===== config.mk =====
export PLATFORM = sky130hd
export DESIGN_NAME = bcm_pack
export DESIGN_NICKNAME = d
export VERILOG_FILES = /design/src/rtl/bcm_pkg.sv /design/src/rtl/bcm_out_reg.sv /design/src/rtl/bcm_pack.sv
export SDC_FILE = /design/constraint.sdc
export NUM_CORES = 1
export LEC_CHECK = 0
export CAP_MARGIN = 30
export CORE_ASPECT_RATIO = 1.25
export CORE_MARGIN = 4
export CORE_UTILIZATION = 55
export CTS_BUF_LIST = sky130_fd_sc_hd__clkbuf_8
export CTS_CLUSTER_DIAMETER = 80
export DETAILED_ROUTE_END_ITERATION = 10
export GPL_ROUTABILITY_DRIVEN = 0
export HOLD_SLACK_MARGIN = 0.1
export MAX_ROUTING_LAYER = met4
export PLACE_DENSITY = 0.81
export SETUP_SLACK_MARGIN = 0.2
export SLEW_MARGIN = 20
export SYNTH_ARGS = -nofsm -noshare
export SYNTH_HDL_FRONTEND = slang
export SYNTH_SLANG_ARGS = --single-unit

===== constraint.sdc =====
create_clock -name clk -period 5.3 [get_ports clk]
set_input_delay 1.06 -clock clk [delete_from_list [all_inputs] [get_ports clk]]
set_output_delay 1.06 -clock clk [all_outputs]
set_load 0.05 [all_outputs]

===== src/rtl/bcm_pkg.sv =====
// Shared definitions for the bcm code packer: default sizes and control FSM states.
package bcm_pkg;

  localparam int CODE_W_DEF = 2;
  localparam int N_DEF      = 4;

  typedef enum logic [1:0] {
    EMPTY = 2'd0,
    FILL  = 2'd1,
    PEND  = 2'd2
  } state_t;

endpackage


===== src/rtl/bcm_out_reg.sv =====
// Valid/ready holding register for the packed word and its length.
module bcm_out_reg #(
  parameter int W  = 8,
  parameter int LW = 3
) (
  input  logic          clk,
  input  logic          rst,
  input  logic          load,
  input  logic [W-1:0]  load_word,
  input  logic [LW-1:0] load_len,
  input  logic          word_ready,
  output logic [W-1:0]  word_out,
  output logic [LW-1:0] word_len,
  output logic          word_valid
);

  // Load a new word when asked; otherwise drop valid once downstream takes it.
  always_ff @(posedge clk) begin
    if (rst) begin
      word_out   <= '0;
      word_len   <= '0;
      word_valid <= 1'b0;
    end else if (load) begin
      word_out   <= load_word;
      word_len   <= load_len;
      word_valid <= 1'b1;
    end else if (word_ready) begin
      word_valid <= 1'b0;
    end
  end

endmodule


===== src/rtl/bcm_pack.sv =====
// Packs a stream of bcm codes into N-code words, with flush of partial words.
//
// state | meaning
// EMPTY | no codes held, no pending flush
// FILL  | 1..N-1 codes held in acc, no pending flush
// PEND  | flush requested while the output register was busy
module bcm_pack
  import bcm_pkg::*;
#(
  parameter int N      = N_DEF,
  parameter int CODE_W = CODE_W_DEF
) (
  input  logic                    clk,
  input  logic                    rst,
  input  logic [CODE_W-1:0]       code_in,
  input  logic                    code_valid,
  output logic                    code_ready,
  input  logic                    flush,
  output logic [N*CODE_W-1:0]     word_out,
  output logic [$clog2(N+1)-1:0]  word_len,
  output logic                    word_valid,
  input  logic                    word_ready
);

  localparam int W  = N * CODE_W;
  localparam int LW = $clog2(N + 1);

  state_t          state, state_nxt;
  logic [W-1:0]    acc, acc_nxt, acc_wr;
  logic [LW-1:0]   cnt, cnt_nxt, cnt_acc;
  logic            flush_pend, pend_nxt;
  logic            out_free, accept, complete;
  logic            load;
  logic [W-1:0]    load_word;
  logic [LW-1:0]   load_len;

  assign flush_pend = (state == PEND);
  assign out_free   = !word_valid || word_ready;
  assign code_ready = !rst && !flush_pend && ((cnt != LW'(N - 1)) || out_free);
  assign accept     = code_valid && code_ready;
  assign complete   = accept && (cnt == LW'(N - 1));
  assign cnt_acc    = cnt + LW'(accept);

  // Accumulator image with the accepted code placed at slot cnt.
  always_comb begin
    acc_wr = acc;
    for (int k = 0; k < N; k++) begin
      if (accept && (int'(cnt) == k)) acc_wr[k*CODE_W +: CODE_W] = code_in;
    end
  end

  // Next-state, accumulator update and output-register load decisions.
  always_comb begin
    acc_nxt   = acc;
    cnt_nxt   = cnt;
    pend_nxt  = 1'b0;
    load      = 1'b0;
    load_word = '0;
    load_len  = '0;
    if (state == PEND) begin
      // No codes are accepted here, so acc/cnt are exactly the pending partial word.
      if (out_free) begin
        load      = 1'b1;
        load_word = acc;
        load_len  = cnt;
        acc_nxt   = '0;
        cnt_nxt   = '0;
      end else begin
        pend_nxt  = 1'b1;
      end
    end else if (complete) begin
      // A full word supersedes any flush in the same cycle; nothing remains to flush.
      load      = 1'b1;
      load_word = acc_wr;
      load_len  = LW'(N);
      acc_nxt   = '0;
      cnt_nxt   = '0;
    end else if (flush && (cnt_acc != '0)) begin
      if (out_free) begin
        load      = 1'b1;
        load_word = acc_wr;
        load_len  = cnt_acc;
        acc_nxt   = '0;
        cnt_nxt   = '0;
      end else begin
        acc_nxt   = acc_wr;
        cnt_nxt   = cnt_acc;
        pend_nxt  = 1'b1;
      end
    end else begin
      acc_nxt = acc_wr;
      cnt_nxt = cnt_acc;
    end

    if (pend_nxt)            state_nxt = PEND;
    else if (cnt_nxt == '0)  state_nxt = EMPTY;
    else                     state_nxt = FILL;
  end

  // Control state, fill count and accumulator registers.
  always_ff @(posedge clk) begin
    if (rst) begin
      state <= EMPTY;
      cnt   <= '0;
      acc   <= '0;
    end else begin
      state <= state_nxt;
      cnt   <= cnt_nxt;
      acc   <= acc_nxt;
    end
  end

  bcm_out_reg #(
    .W  (W),
    .LW (LW)
  ) u_out_reg (
    .clk        (clk),
    .rst        (rst),
    .load       (load),
    .load_word  (load_word),
    .load_len   (load_len),
    .word_ready (word_ready),
    .word_out   (word_out),
    .word_len   (word_len),
    .word_valid (word_valid)
  );

endmodule


; ---- After elaboration in Yosys (flattened, before gate mapping)
; Cells that the tools add are included.
[classes]
n_mul = 0
div_mod_pow = 0
add_sub_neg = 1
n_shift = 0
magnitude_cmp = 0
reduce_logical = 19
eq_ne = 7
n_mux = 36
n_bitwise = 0
[op_table]
columns = operator, count
row1 = 8-bit 2-to-1 mux, 10
row2 = 3-bit 2-to-1 mux, 10
row3 = 1-bit 2-to-1 mux, 11
row4 = 2-bit 2-to-1 mux, 5
row5 = 1-bit logical AND, 9
row6 = 3-bit by 2-bit == test with 1-bit output (second input constant), 2
row7 = 3-bit == test (second input constant), 2
row8 = 3-bit zero test, 2
row9 = 3-bit by 1-bit adder with 3-bit output, 1
row10 = 1-bit zero test, 3
row11 = 3-bit by 2-bit != test with 1-bit output (second input constant), 1
row12 = 3-bit nonzero test, 1
row13 = 2-bit == test (second input constant), 1
row14 = 1-bit logical OR, 2
row15 = 2-bit by 1-bit != test with 1-bit output (second input constant), 1
row16 = 2-bit nonzero test, 1
row17 = 2-bit OR reduction, 1
[word_totals]
n_memories = 0
ram_bits = 0
wordCells = 70
regBits = 25
mem_bits_ro = 0
latch_bits = 0

; ---- Logic depth before layout (Yosys ltp)
[logic_depth]
word_depth = 14
ltp_mapped = 13

; ---- By module
; From an unflattened synthesis, not the netlist that was laid out.
[hier_totals]
cells_unflattened = 154
hier_area_um2 = 1301.2
[modules_own_cells]
columns = mod, instances, cells_per_inst, area_per_inst_um2
row1 = bcm_pack, 1, 115, 878.3
row2 = bcm_out_reg, 1, 39, 422.9

; ---- Worst setup path before layout
; OpenSTA, ideal clock, no wires.
[synth_path]
path_kind = input to register
from = in rst
to = reg u_out_reg.word_out[1]
arrival_time_ns = 3.669
setup_ns = 0.074
setup_slack_ns = 1.557
path_buffers = 2
cell_stages = 11
required_time_ns = 5.226
path_cell_list = clkbuf_1 nor2_1 o21a_1 and2_1 ha_1 ha_1 o31a_1 o31ai_4 buf_4 a221oi_2 nor3_2
[synth_between]
elab_chain_cells = 10
elab_cells_between_ends = 17
[synth_rtl]
columns = item, line
row1 = from (decl), bcm_pack.sv:14  ; input logic rst,
row2 = 1-bit zero test *, bcm_pack.sv:39  ; assign code_ready = !rst && !flush_pend && ((cnt != LW'(N - 1)) || out_free);
row3 = 1-bit logical AND * (2 in series), bcm_pack.sv:39
row4 = via code_ready, bcm_pack.sv:17  ; output logic code_ready,
row5 = 1-bit logical AND *, bcm_pack.sv:40  ; assign accept = code_valid && code_ready;
row6 = 3-bit by 1-bit adder with 3-bit output / 1-bit logical AND (equally long branches), "bcm_pack.sv:42, bcm_pack.sv:48"
row7 = 3-bit nonzero test / 2-bit 2-to-1 mux (equally long branches), "bcm_pack.sv:78, bcm_pack.sv:48"
row8 = 1-bit logical AND / 8-bit 2-to-1 mux (equally long branches), "bcm_pack.sv:78, bcm_pack.sv:79"
row9 = 8-bit 2-to-1 mux / 1-bit 2-to-1 mux (equally long branches), bcm_pack.sv:78  ; end else if (flush && (cnt_acc != '0)) begin
row10 = 8-bit 2-to-1 mux / 1-bit 2-to-1 mux (equally long branches), bcm_pack.sv:71  ; end else if (complete) begin
row11 = 8-bit 2-to-1 mux / 1-bit 2-to-1 mux (equally long branches), bcm_pack.sv:60  ; if (state == PEND) begin
row12 = to (signal assigned), bcm_out_reg.sv:24  ; word_out <= load_word;
row13 = to (decl), bcm_out_reg.sv:12  ; output logic [W-1:0] word_out,
; The timed path passes the listed nets; every way through them passes the cells marked *.
; A chain may end at the register's enable or synchronous reset.

; ---- Worst setup path in the final report
[layout_path]
from = in rst
to = out code_ready
[layout_between]
elab_chain_cells = 3
[layout_rtl]
columns = item, line
row1 = 1-bit zero test, bcm_pack.sv:39
row2 = 1-bit logical AND (2 in series), bcm_pack.sv:39
row3 = to (decl), bcm_pack.sv:17
; Every way passes these cells.

==> key figures <==
STA
  • Setup violators final: 0
  • Slew at the pin closest to its max-slew limit: 0.742 ns
  • Slew HR: about half
  • RSZ-0062 raised after global routing: false
  • Post-layout min period: roughly 4.0 ns
  • Final hold violations: 0
  • Slew Viols, Final: 0
  • Fin crit share: about three quarters
  • Hold Slack: 0.470 ns
  • Fmax achieved: around 250 MHz
  • Setup total negative slack: 0 ns
  • Skew final: 0.00333 ns

Floorplan
  • Die area: ~3300 um2
  • Row count: 19
  • Die H: around 63 um
  • Die width: around 52 um
  • Starting Density: about three fifths
  • # IOs: 20
  • Core area: about 2300 um2

Power
  • P_leak: a little under 0.6 nW
  • Max IR drop VDD: about 0.22 mV
  • Power per cell area: between 200 and 300 nW/um2

Run
  • Max Cap Viol: 0

CTS
  • H-tree levels: 1
  • Root buf cell: clkbuf_8
  • Number of setup buffers added after CTS: 0
  • CTS clk-pin slew, worst paths: ~0.09 ns
  • CTS buffer count: 3
  • Clk sinks: 25
  • Post-CTS Hold Fix Bufs: 0
  • CTS tree: yes
  • Clock latency on the worst-skew pair: ~0.27 ns
  • Clk buf depth: 2
  • Resized Gates After CTS: 0

Drt
  • DR iter-0 viols: 27
  • # DRC: 0
  • First drt pass iteration count: 4
  • Final wirelength: a little over 3000 um
  • Post-route ant nets: 0
  • Avg WL per Cell: between 15 and 20 um
  • Via density: a little over 6
  • DR vias: ~1100

Setup path
  • Crit path largest cell delay: 0.80 ns
  • CP most frequent cell: clkdlybuf4s50_1
  • Worst setup EP type: output pin
  • Worst Path Arrival: roughly 3.0 ns
  • Crit Path Category: primary input to output pin
  • WP data required: around 4.2 ns
  • Worst path cell trace: clkdlybuf4s50_1, nor2_1, o21a_1, clkdlybuf4s50_1
  • Crit-path max FO: 9
  • Startpoint Class: primary input
  • Worst path slowest cell: clkdlybuf4s50_1

Global route
  • Met3 Usage GRT: under 10%
  • Total Routing Usage GR: a little over a fifth
  • First-pass GRT wire length: between 5000 and 6000 um
  • Met1 GRT Util: 24.9%
  • Antenna violations before repair: 0
  • Met2 Resource Use GR: around 33%
  • Total global routing overflow: 0
  • GRT busiest layer: met2
  • Largest net degree at the start of global routing: 24
  • Vias in the first global route: 1113

Hold path
  • Worst hold path class: flop to flop

Finish
  • Final nets: approximately 160
  • Commonest non-fill, non-tap cell in the layout: dfxtp_1
  • Synth-to-Final Area Change: 19.1%
  • Multi-input logic area: 782 um2
  • Final Util: 70.5%
  • Most frequent cells in the layout: dfxtp_1 (25), clkdlybuf4s50_1 (19), nor2b_1 (9)
  • Number of diodes: 0
  • Layout cells sized above 1: 19.5%
  • Sequential cell area: around 500 um2
  • Fillers: about 190

Synthesis
  • #FFs+latches synth: 25
  • Yosys cell types: 42
  • YS warnings: 0
  • Syn avg cell area: slightly below 10 um2
  • Register area share after synthesis: 37.4%
  • Post-synth EDFFs: 0
  • Net Count, Synth: ~140
  • Ys async rst share: 0%
  • Post-synth top area share: a little under two fifths
  • Gate Count Post-Synth: 135
  • Cell Area, Synth: approximately 1300 um2
  • Synth area leaders: dfxtp_1 (37%), a221oi_2 (6.7%), a32o_1 (6.0%)
  • Top FF cell, synth: dfxtp_1
  • Synth area leader: dfxtp_1

Placement
  • DP HPWL: ~2300 um
  • Port-buffer cells: 19

Run status
  • Status: finished, final reports clean
[per-layer routing]
layer  share of wire, %  vias to the layer above  wire (um)
li1                   -                      555          -
met1                 41                      532       1250
met2                 53                       30       1630
met3                3.5                        7        108
met4                2.0                        0         62
met5                  0                        -          0
[sequential cells by signal, indices dropped and copies added (netlist names)]
name and cells:
cnt 3, u_out_reg.word_valid 1, u_out_reg.word_out 8, u_out_reg.word_len 3
acc 8, state 2
[synth_stat cells, types with 2 or more instances]
cell type,n
nor2b_1,9
dfxtp_1,25
clkbuf_1,2
mux2_2,6
inv_1,4
o22ai_1,2
nor3b_1,2
a221oi_2,6
nand2_1,8
a221oi_1,2
buf_2,2
nand2b_1,3
and2_1,2
nand3_1,2
a22oi_1,2
o21ai_0,3
nor2_1,8
a21oi_1,3
o21a_1,2
nor3_1,3
ha_1,2
o21ai_1,2
nor4_1,3
nor3_2,7
a32o_1,8
[path summary, 6_finish.rpt]
kind / from / endpoint / cells past startpoint / slack [ns]
min reg2reg: u_out_reg.word_len[2] / u_out_reg.word_len[2] / 1 / 0.47
max: rst / code_ready / 4 / 1.26
max reg2reg: state[1] / u_out_reg.word_out[3] / 12 / 1.92
min: u_out_reg.word_len[2] / u_out_reg.word_len[2] / 1 / 0.47
[worst max-delay path: cells and delay by family]
family          cells  cell delay [ns]
compound gates      1             0.22
buf+inv             2             1.22
simple gates        1             0.49
[layout make-up]
| type | count | share of cell area (%) |
|---|---|---|
| multi-input combinational | 99 | 49.1 |
| sequential | 25 | 31.4 |
| timing repair buffer | 22 | 13.2 |
| clock buffer | 3 | 2.59 |
| tap | 31 | 2.44 |
| inverter | 4 | 0.943 |
| clock inverter | 1 | 0.314 |
[through the flow]
stage                     cell area (um2)  total power [W]  instances  worst slack, ns
after floorplan                      1340         0.000294        135             1.56
after global placement               1540         0.000326        180             1.14
after detailed placement             1540         0.000329        180             1.07
after CTS                            1590         0.000440        184             1.27
after global routing                 1590         0.000456        185             1.09
final                                1590         0.000437        185             1.26
[where the power goes]
group	internal, W	switching (W)
combinational	0.0000444	0.0000737
clock	0.0000527	0.0000605
sequential	0.000199	0.00000698
total	0.000296	0.000141
[cell families (layout without fill, tap and decap cells)]
kind of cell	count (synthesis)	after routing	synth area share, %
flip-flops	25	25	37.4
AND/OR/NAND/NOR	52	52	24.1
XOR/XNOR	1	1	0.655
buffers and inverters	11	30	4.12
multiplexers	6	6	5.05
AO/OA/AOI/OAI	38	38	26.8
adder cells (fa/ha/maj)	2	2	1.87
(Power assumes the default switching activity.)
